===== config.mk =====
export PLATFORM = sky130hd
export DESIGN_NAME = addsub_issuer
export DESIGN_NICKNAME = d
export VERILOG_FILES = /design/src/rtl/addsub_pkg.sv /design/src/rtl/addsub_watchdog.sv /design/src/rtl/addsub_issuer.sv
export SDC_FILE = /design/constraint.sdc
export NUM_CORES = 1
export LEC_CHECK = 0
export BUFFER_PORTS_ARGS = -buffer_cell sky130_fd_sc_hd__buf_2
export CAP_MARGIN = 0
export CELL_PAD_IN_SITES_DETAIL_PLACEMENT = 0
export CELL_PAD_IN_SITES_GLOBAL_PLACEMENT = 1
export CORE_ASPECT_RATIO = 0.7
export CORE_UTILIZATION = 36
export DETAILED_ROUTE_END_ITERATION = 10
export MAX_ROUTING_LAYER = met4
export PLACE_DENSITY_LB_ADDON = 0.12
export SYNTH_ARGS = -nofsm -noshare
export SYNTH_HDL_FRONTEND = slang
export SYNTH_SLANG_ARGS = --single-unit

===== constraint.sdc =====
create_clock -name clock -period 4.75 [get_ports clock]
set_input_delay 0.2375 -clock clock [delete_from_list [all_inputs] [get_ports clock]]
set_output_delay 0.2375 -clock clock [all_outputs]
set_load 0.005 [all_outputs]

===== src/rtl/addsub_pkg.sv =====
// addsub_pkg: shared types for the add/sub engine issuer.
// Holds the FSM state enum, data width and the request bundle.
package addsub_pkg;

  localparam int DATA_W = 8;

  typedef enum logic [1:0] {
    IDLE,
    START,
    WAIT,
    RESP
  } state_t;

  typedef struct packed {
    logic              mode;
    logic [DATA_W-1:0] a;
    logic [DATA_W-1:0] b;
    logic [DATA_W-1:0] c;
    logic [DATA_W-1:0] d;
  } req_t;

  function automatic req_t pack_req(
    input logic              m,
    input logic [DATA_W-1:0] a,
    input logic [DATA_W-1:0] b,
    input logic [DATA_W-1:0] c,
    input logic [DATA_W-1:0] d
  );
    req_t r;
    r.mode = m;
    r.a    = a;
    r.b    = b;
    r.c    = c;
    r.d    = d;
    return r;
  endfunction

endpackage


===== src/rtl/addsub_watchdog.sv =====
// addsub_watchdog: loadable down-counter, o_expire while enabled at zero.
// Ports: i_clock, i_reset (sync, high), i_load/i_load_val, i_en, o_expire.
module addsub_watchdog
  import addsub_pkg::*;
#(
  parameter int CNT_W = 8
) (
  input  logic             i_clock,
  input  logic             i_reset,
  input  logic             i_load,
  input  logic [CNT_W-1:0] i_load_val,
  input  logic             i_en,
  output logic             o_expire
);

  logic [CNT_W-1:0] r_cnt;

  always_ff @(posedge i_clock) begin
    if (i_reset) begin
      r_cnt <= '0;
    end else if (i_load) begin
      r_cnt <= i_load_val;
    end else if (i_en && (r_cnt != '0)) begin
      r_cnt <= r_cnt - 1'b1;
    end
  end

  assign o_expire = i_en && (r_cnt == '0);

endmodule


===== src/rtl/addsub_issuer.sv =====
// addsub_issuer: one-at-a-time start/done initiator for the add/sub engine.
// Ports: clock, reset (sync, high); req_valid/ready + req_mode/a..d in;
//   op_start/mode/a..d out, op_res/op_done in; rsp_valid/ready, rsp_res,
//   rsp_err out; txn_count = completed handshakes (wraps).
// Macro ADDSUB_TIMEOUT_EN: adds a WAIT watchdog (TIMEOUT_CYCLES), else
//   rsp_err is tied 0 and WAIT lasts until op_done.
module addsub_issuer
  import addsub_pkg::*;
#(
  parameter int START_CYCLES   = 2,
  parameter int TIMEOUT_CYCLES = 64
) (
  input  logic              clock,
  input  logic              reset,
  input  logic              req_valid,
  output logic              req_ready,
  input  logic              req_mode,
  input  logic [DATA_W-1:0] req_a,
  input  logic [DATA_W-1:0] req_b,
  input  logic [DATA_W-1:0] req_c,
  input  logic [DATA_W-1:0] req_d,
  output logic              op_start,
  output logic              op_mode,
  output logic [DATA_W-1:0] op_a,
  output logic [DATA_W-1:0] op_b,
  output logic [DATA_W-1:0] op_c,
  output logic [DATA_W-1:0] op_d,
  input  logic [DATA_W-1:0] op_res,
  input  logic              op_done,
  output logic              rsp_valid,
  input  logic              rsp_ready,
  output logic [DATA_W-1:0] rsp_res,
  output logic              rsp_err,
  output logic [7:0]        txn_count
);

  localparam logic [3:0] START_LAST = 4'(START_CYCLES - 1);

  state_t            r_state;
  logic [3:0]        r_scnt;
  req_t              r_req;
  logic              r_start;
  logic              r_req_ready;
  logic              r_rsp_valid;
  logic [DATA_W-1:0] r_rsp_res;
  logic [7:0]        r_txn;
  logic              w_start_last;

  assign w_start_last = (r_scnt == START_LAST);

`ifdef ADDSUB_TIMEOUT_EN
  localparam int WD_W = $clog2(TIMEOUT_CYCLES + 1);

  logic r_rsp_err;
  logic w_wd_load;
  logic w_wd_expire;

  // Loaded on the START->WAIT edge so the first WAIT cycle counts.
  assign w_wd_load = (r_state == START) && w_start_last;

  addsub_watchdog #(
    .CNT_W(WD_W)
  ) u_wd (
    .i_clock   (clock),
    .i_reset   (reset),
    .i_load    (w_wd_load),
    .i_load_val(WD_W'(TIMEOUT_CYCLES - 1)),
    .i_en      (r_state == WAIT),
    .o_expire  (w_wd_expire)
  );

  assign rsp_err = r_rsp_err;
`else
  logic w_unused_timeout;

  assign w_unused_timeout = (TIMEOUT_CYCLES != 0);
  assign rsp_err          = 1'b0;
`endif

  always_ff @(posedge clock) begin
    if (reset) begin
      r_state     <= IDLE;
      r_scnt      <= '0;
      r_req       <= '0;
      r_start     <= 1'b0;
      r_req_ready <= 1'b1;
      r_rsp_valid <= 1'b0;
      r_rsp_res   <= '0;
      r_txn       <= '0;
`ifdef ADDSUB_TIMEOUT_EN
      r_rsp_err   <= 1'b0;
`endif
    end else begin
      unique case (r_state)
        IDLE: begin
          if (req_valid && r_req_ready) begin
            r_req       <= pack_req(req_mode, req_a, req_b,
                                    req_c, req_d);
            r_state     <= START;
            r_scnt      <= '0;
            r_start     <= 1'b1;
            r_req_ready <= 1'b0;
          end
        end
        START: begin
          // op_done is deliberately not looked at here.
          if (w_start_last) begin
            r_state <= WAIT;
            r_start <= 1'b0;
          end else begin
            r_scnt <= r_scnt + 1'b1;
          end
        end
        WAIT: begin
          if (op_done) begin
            r_state     <= RESP;
            r_rsp_valid <= 1'b1;
            r_rsp_res   <= op_res;
`ifdef ADDSUB_TIMEOUT_EN
            r_rsp_err   <= 1'b0;
`endif
          end
`ifdef ADDSUB_TIMEOUT_EN
          else if (w_wd_expire) begin
            r_state     <= RESP;
            r_rsp_valid <= 1'b1;
            r_rsp_res   <= '0;
            r_rsp_err   <= 1'b1;
          end
`endif
        end
        RESP: begin
          if (rsp_ready) begin
            r_state     <= IDLE;
            r_rsp_valid <= 1'b0;
            r_req_ready <= 1'b1;
            r_txn       <= r_txn + 1'b1;
          end
        end
        default: begin
          r_state <= IDLE;
        end
      endcase
    end
  end

  assign req_ready = r_req_ready;
  assign op_start  = r_start;
  assign op_mode   = r_req.mode;
  assign op_a      = r_req.a;
  assign op_b      = r_req.b;
  assign op_c      = r_req.c;
  assign op_d      = r_req.d;
  assign rsp_valid = r_rsp_valid;
  assign rsp_res   = r_rsp_res;
  assign txn_count = r_txn;

endmodule


==> results.py <==
metrics = {
    "timing": {
        "period_share": 0.385,
        "drv_slew": 0,
        "rsz0062_at_grt": "false",
        "period_minus_slack_ps": 1830,
        "finalClockSkew_ps": 4.94,
        "slew-limit-headroom": 0.245,
        "fmax_ghz": 0.547,
        "hold_slack_ps": 135,
        "report.final.setup_viol": 0,
        "hold_viol_final": 0,
        "worst_pin_slew_ps": 1130,
        "fin_tns_setup_ps": 0,
    },
    "die": {
        "rows": 24,
        "core_area_mm2": 0.00628,
        "start_util": 0.375,
        "fp.dieArea_mm2": 0.00687,
        "die_w_um": 98.6,
        "io_pins": 99,
        "die_y_um": 69.6,
    },
    "clock_tree": {
        "cts-resized-gates": 0,
        "cts-htree-levels": 3,
        "cts_inserted_buffers": 9,
        "holdBufCountCts": 0,
        "numClockSinks": 58,
        "clock-root-buffer": "clkbuf_8",
        "postCtsSetupRepairBufs": 0,
        "insertion_delay_ps": 330,
        "clk_path_buf_depth": 2,
        "clkTransAtPathRegs_ps": 70,
        "cts_tree": "yes",
    },
    "global_routing": {
        "grt_use_met2": 0.255,
        "grt-ovfl-total": 0,
        "gr-usage-all-layers": 0.181,
        "use_met1": 0.233,
        "grt-busiest-layer": "met2",
        "grt_pass1_wl_um": 9400,
        "use_met3": 0.0726,
        "grt_pass1_vias": 1954,
        "grt_max_degree": 64,
        "antenna_found_initial": 0,
    },
    "synthesis": {
        "netlist_area_mm2": 0.00235,
        "yosys.area.top_type": "dfxtp_1",
        "synthCells": 288,
        "yosys-top-cells-area": "dfxtp_1 (49%), nand2_1 (13%), a21oi_1 (11%), ha_1 (3.7%), nand3_1 (3.0%)",
        "synth_seq_cells": 58,
        "synth_cell_types": 34,
        "ys_seq_area_frac": 0.494,
        "syn_avg_cell_area_um2": 8.17,
        "synth_top_area_frac": 0.494,
        "syn_nets": 341,
        "yosys_warnings": 0,
    },
    "critical_path": {
        "crit_required_ps": 4980,
        "reg2reg_depth": 6,
        "start_kind": "register",
        "critPathCaptureType": "register",
        "r2r_slack_ps": 2920,
        "timing.rr.end": "r_scnt[1]$_SDFFE_PP0P_",
        "cp.arrival_ps": 2060,
        "path_class": "reg -> reg",
        "r2r-start": "r_state[0]$_SDFFE_PP0P_",
        "cp_max_fo": 36,
    },
    "worst_hold_path": {
        "hold_class": "in -> reg",
        "min_delay_worst_endpoint": "op_c[5]$_SDFFE_PP0P_",
        "hp-start": "req_c[5]",
        "holdPathStages": 3,
    },
    "run_status": {
        "outcome": "completed",
    },
    "finish": {
        "fillerInstances": 634,
        "final_nets": 432,
        "diodes": 0,
        "utilization": 0.490,
        "drive_gt1_frac": 0.313,
        "syn_to_final_growth_pct": 30.6,
        "layout_commonest_cell": "buf_2",
        "final_cell_mix": "buf_2 (97), nand2_1 (81), dfxtp_1 (58), a21oi_1 (53), nand3_1 (14)",
    },
    "pwr": {
        "peakVddDrop_v": 0.000194,
        "p_leak_nw": 1.35,
        "power_mw": 1.42,
        "powerDensity_mw_per_mm2": 464,
    },
    "place": {
        "place.gp.congestion": 0.766,
        "dp_hpwl_um": 3900,
        "io_buffers": 97,
    },
    "detailed_routing": {
        "viasPerCell": 4.75,
        "wl_per_cell_um": 12.6,
        "drt_wl_total_um": 5820,
        "drt_iter0_markers": 81,
        "drcViolationCount": 0,
        "drt_first_pass_iters": 4,
        "vias": 2194,
        "postRouteAntennaNets": 0,
    },
    "run": {
        "max_cap_viol_count": 0,
    },
}
==> sequential cells by signal (all words and copies together), names as in the netlist <==
register,count
r_scnt,4
op_start,1
txn_count,8
op_mode,1
rsp_res,8
r_state,2
req_ready,1
op_d,8
op_a,8
op_b,8
op_c,8
rsp_valid,1
==> cell usage after synthesis, drive strengths merged <==
library cell  number
a21boi             1
xor2               2
nand4              2
or4                2
mux2i              3
or3b               1
ha                 7
nand3             14
a22oi              1
or2                2
and3               1
conb               1
a2bb2oi            1
o31ai              3
clkbuf            11
o22ai              1
o21ai              5
nand2             81
or3                4
o2111ai            1
buf                8
dfxtp             58
o211ai             1
nor2               2
nor2b              3
a2111oi            1
nand2b             6
inv                8
a21oi             53
o21bai             2
o32ai              2
==> routing by layer <==
metal | part of all wire | wire length, µm
met5 | 0 | 0
met4 | 0.0077 | 45
met3 | 0.077 | 446
met2 | 0.43 | 2500
met1 | 0.49 | 2830
==> cell families after synthesis <==
group	Yosys count	share of synthesized area
fa+ha+maj	7	0.0372
compound gates	72	0.178
mux	3	0.0128
other cells	1	0.00159
simple gates	118	0.222
flops	58	0.494
buf+inv	27	0.0473
xor+xnor	2	0.00745
==> per-stage QoR <==
stage	area [µm²]	worst slack, ps	instances
2_1_floorplan	2350	3170	288
3_3_place_gp	2870	2990	446
6_report	3070	2920	462
4_1_cts	3070	2930	462
3_5_place_dp	2870	2940	446
5_1_grt	3070	2730	462
==> report_power, final <==
group / internal, mW / switching [mW]
sequential: 0.553 / 0.0391
clock: 0.256 / 0.200
combinational: 0.160 / 0.218
==> worst max-delay path by stage <==
stage | from | to | slack, ps
after floorplan | r_scnt[0]$_SDFFE_PP0P_ | r_state[0]$_SDFFE_PP0P_ | 3170
after global placement | r_state[0]$_SDFFE_PP0P_ | r_scnt[3]$_SDFFE_PP0P_ | 2990
after detailed placement | r_state[0]$_SDFFE_PP0P_ | r_scnt[1]$_SDFFE_PP0P_ | 2940
after CTS | r_state[0]$_SDFFE_PP0P_ | r_scnt[1]$_SDFFE_PP0P_ | 2930
after global routing | r_state[0]$_SDFFE_PP0P_ | r_scnt[1]$_SDFFE_PP0P_ | 2730
final | r_state[0]$_SDFFE_PP0P_ | r_scnt[1]$_SDFFE_PP0P_ | 2920
==> area by class of cell <==
cell class,instances,area [µm²],share of cell area
clock buffer,10,138,0.0448
clock inverter,6,66.3,0.0216
tap,78,97.6,0.0318
timing repair buffer,99,500,0.163
multi-input combinational,203,1080,0.351
inverter,8,30.0,0.00977
sequential,58,1160,0.378
==> worst max-delay path, stage by stage, from the launching register on <==
cell      delay (ps)
dfxtp_1          340
inv_1             90
ha_1             300
and3_1           200
buf_4            340
o211ai_1         200
o32ai_1          260
(Power assumes the default switching activity.)
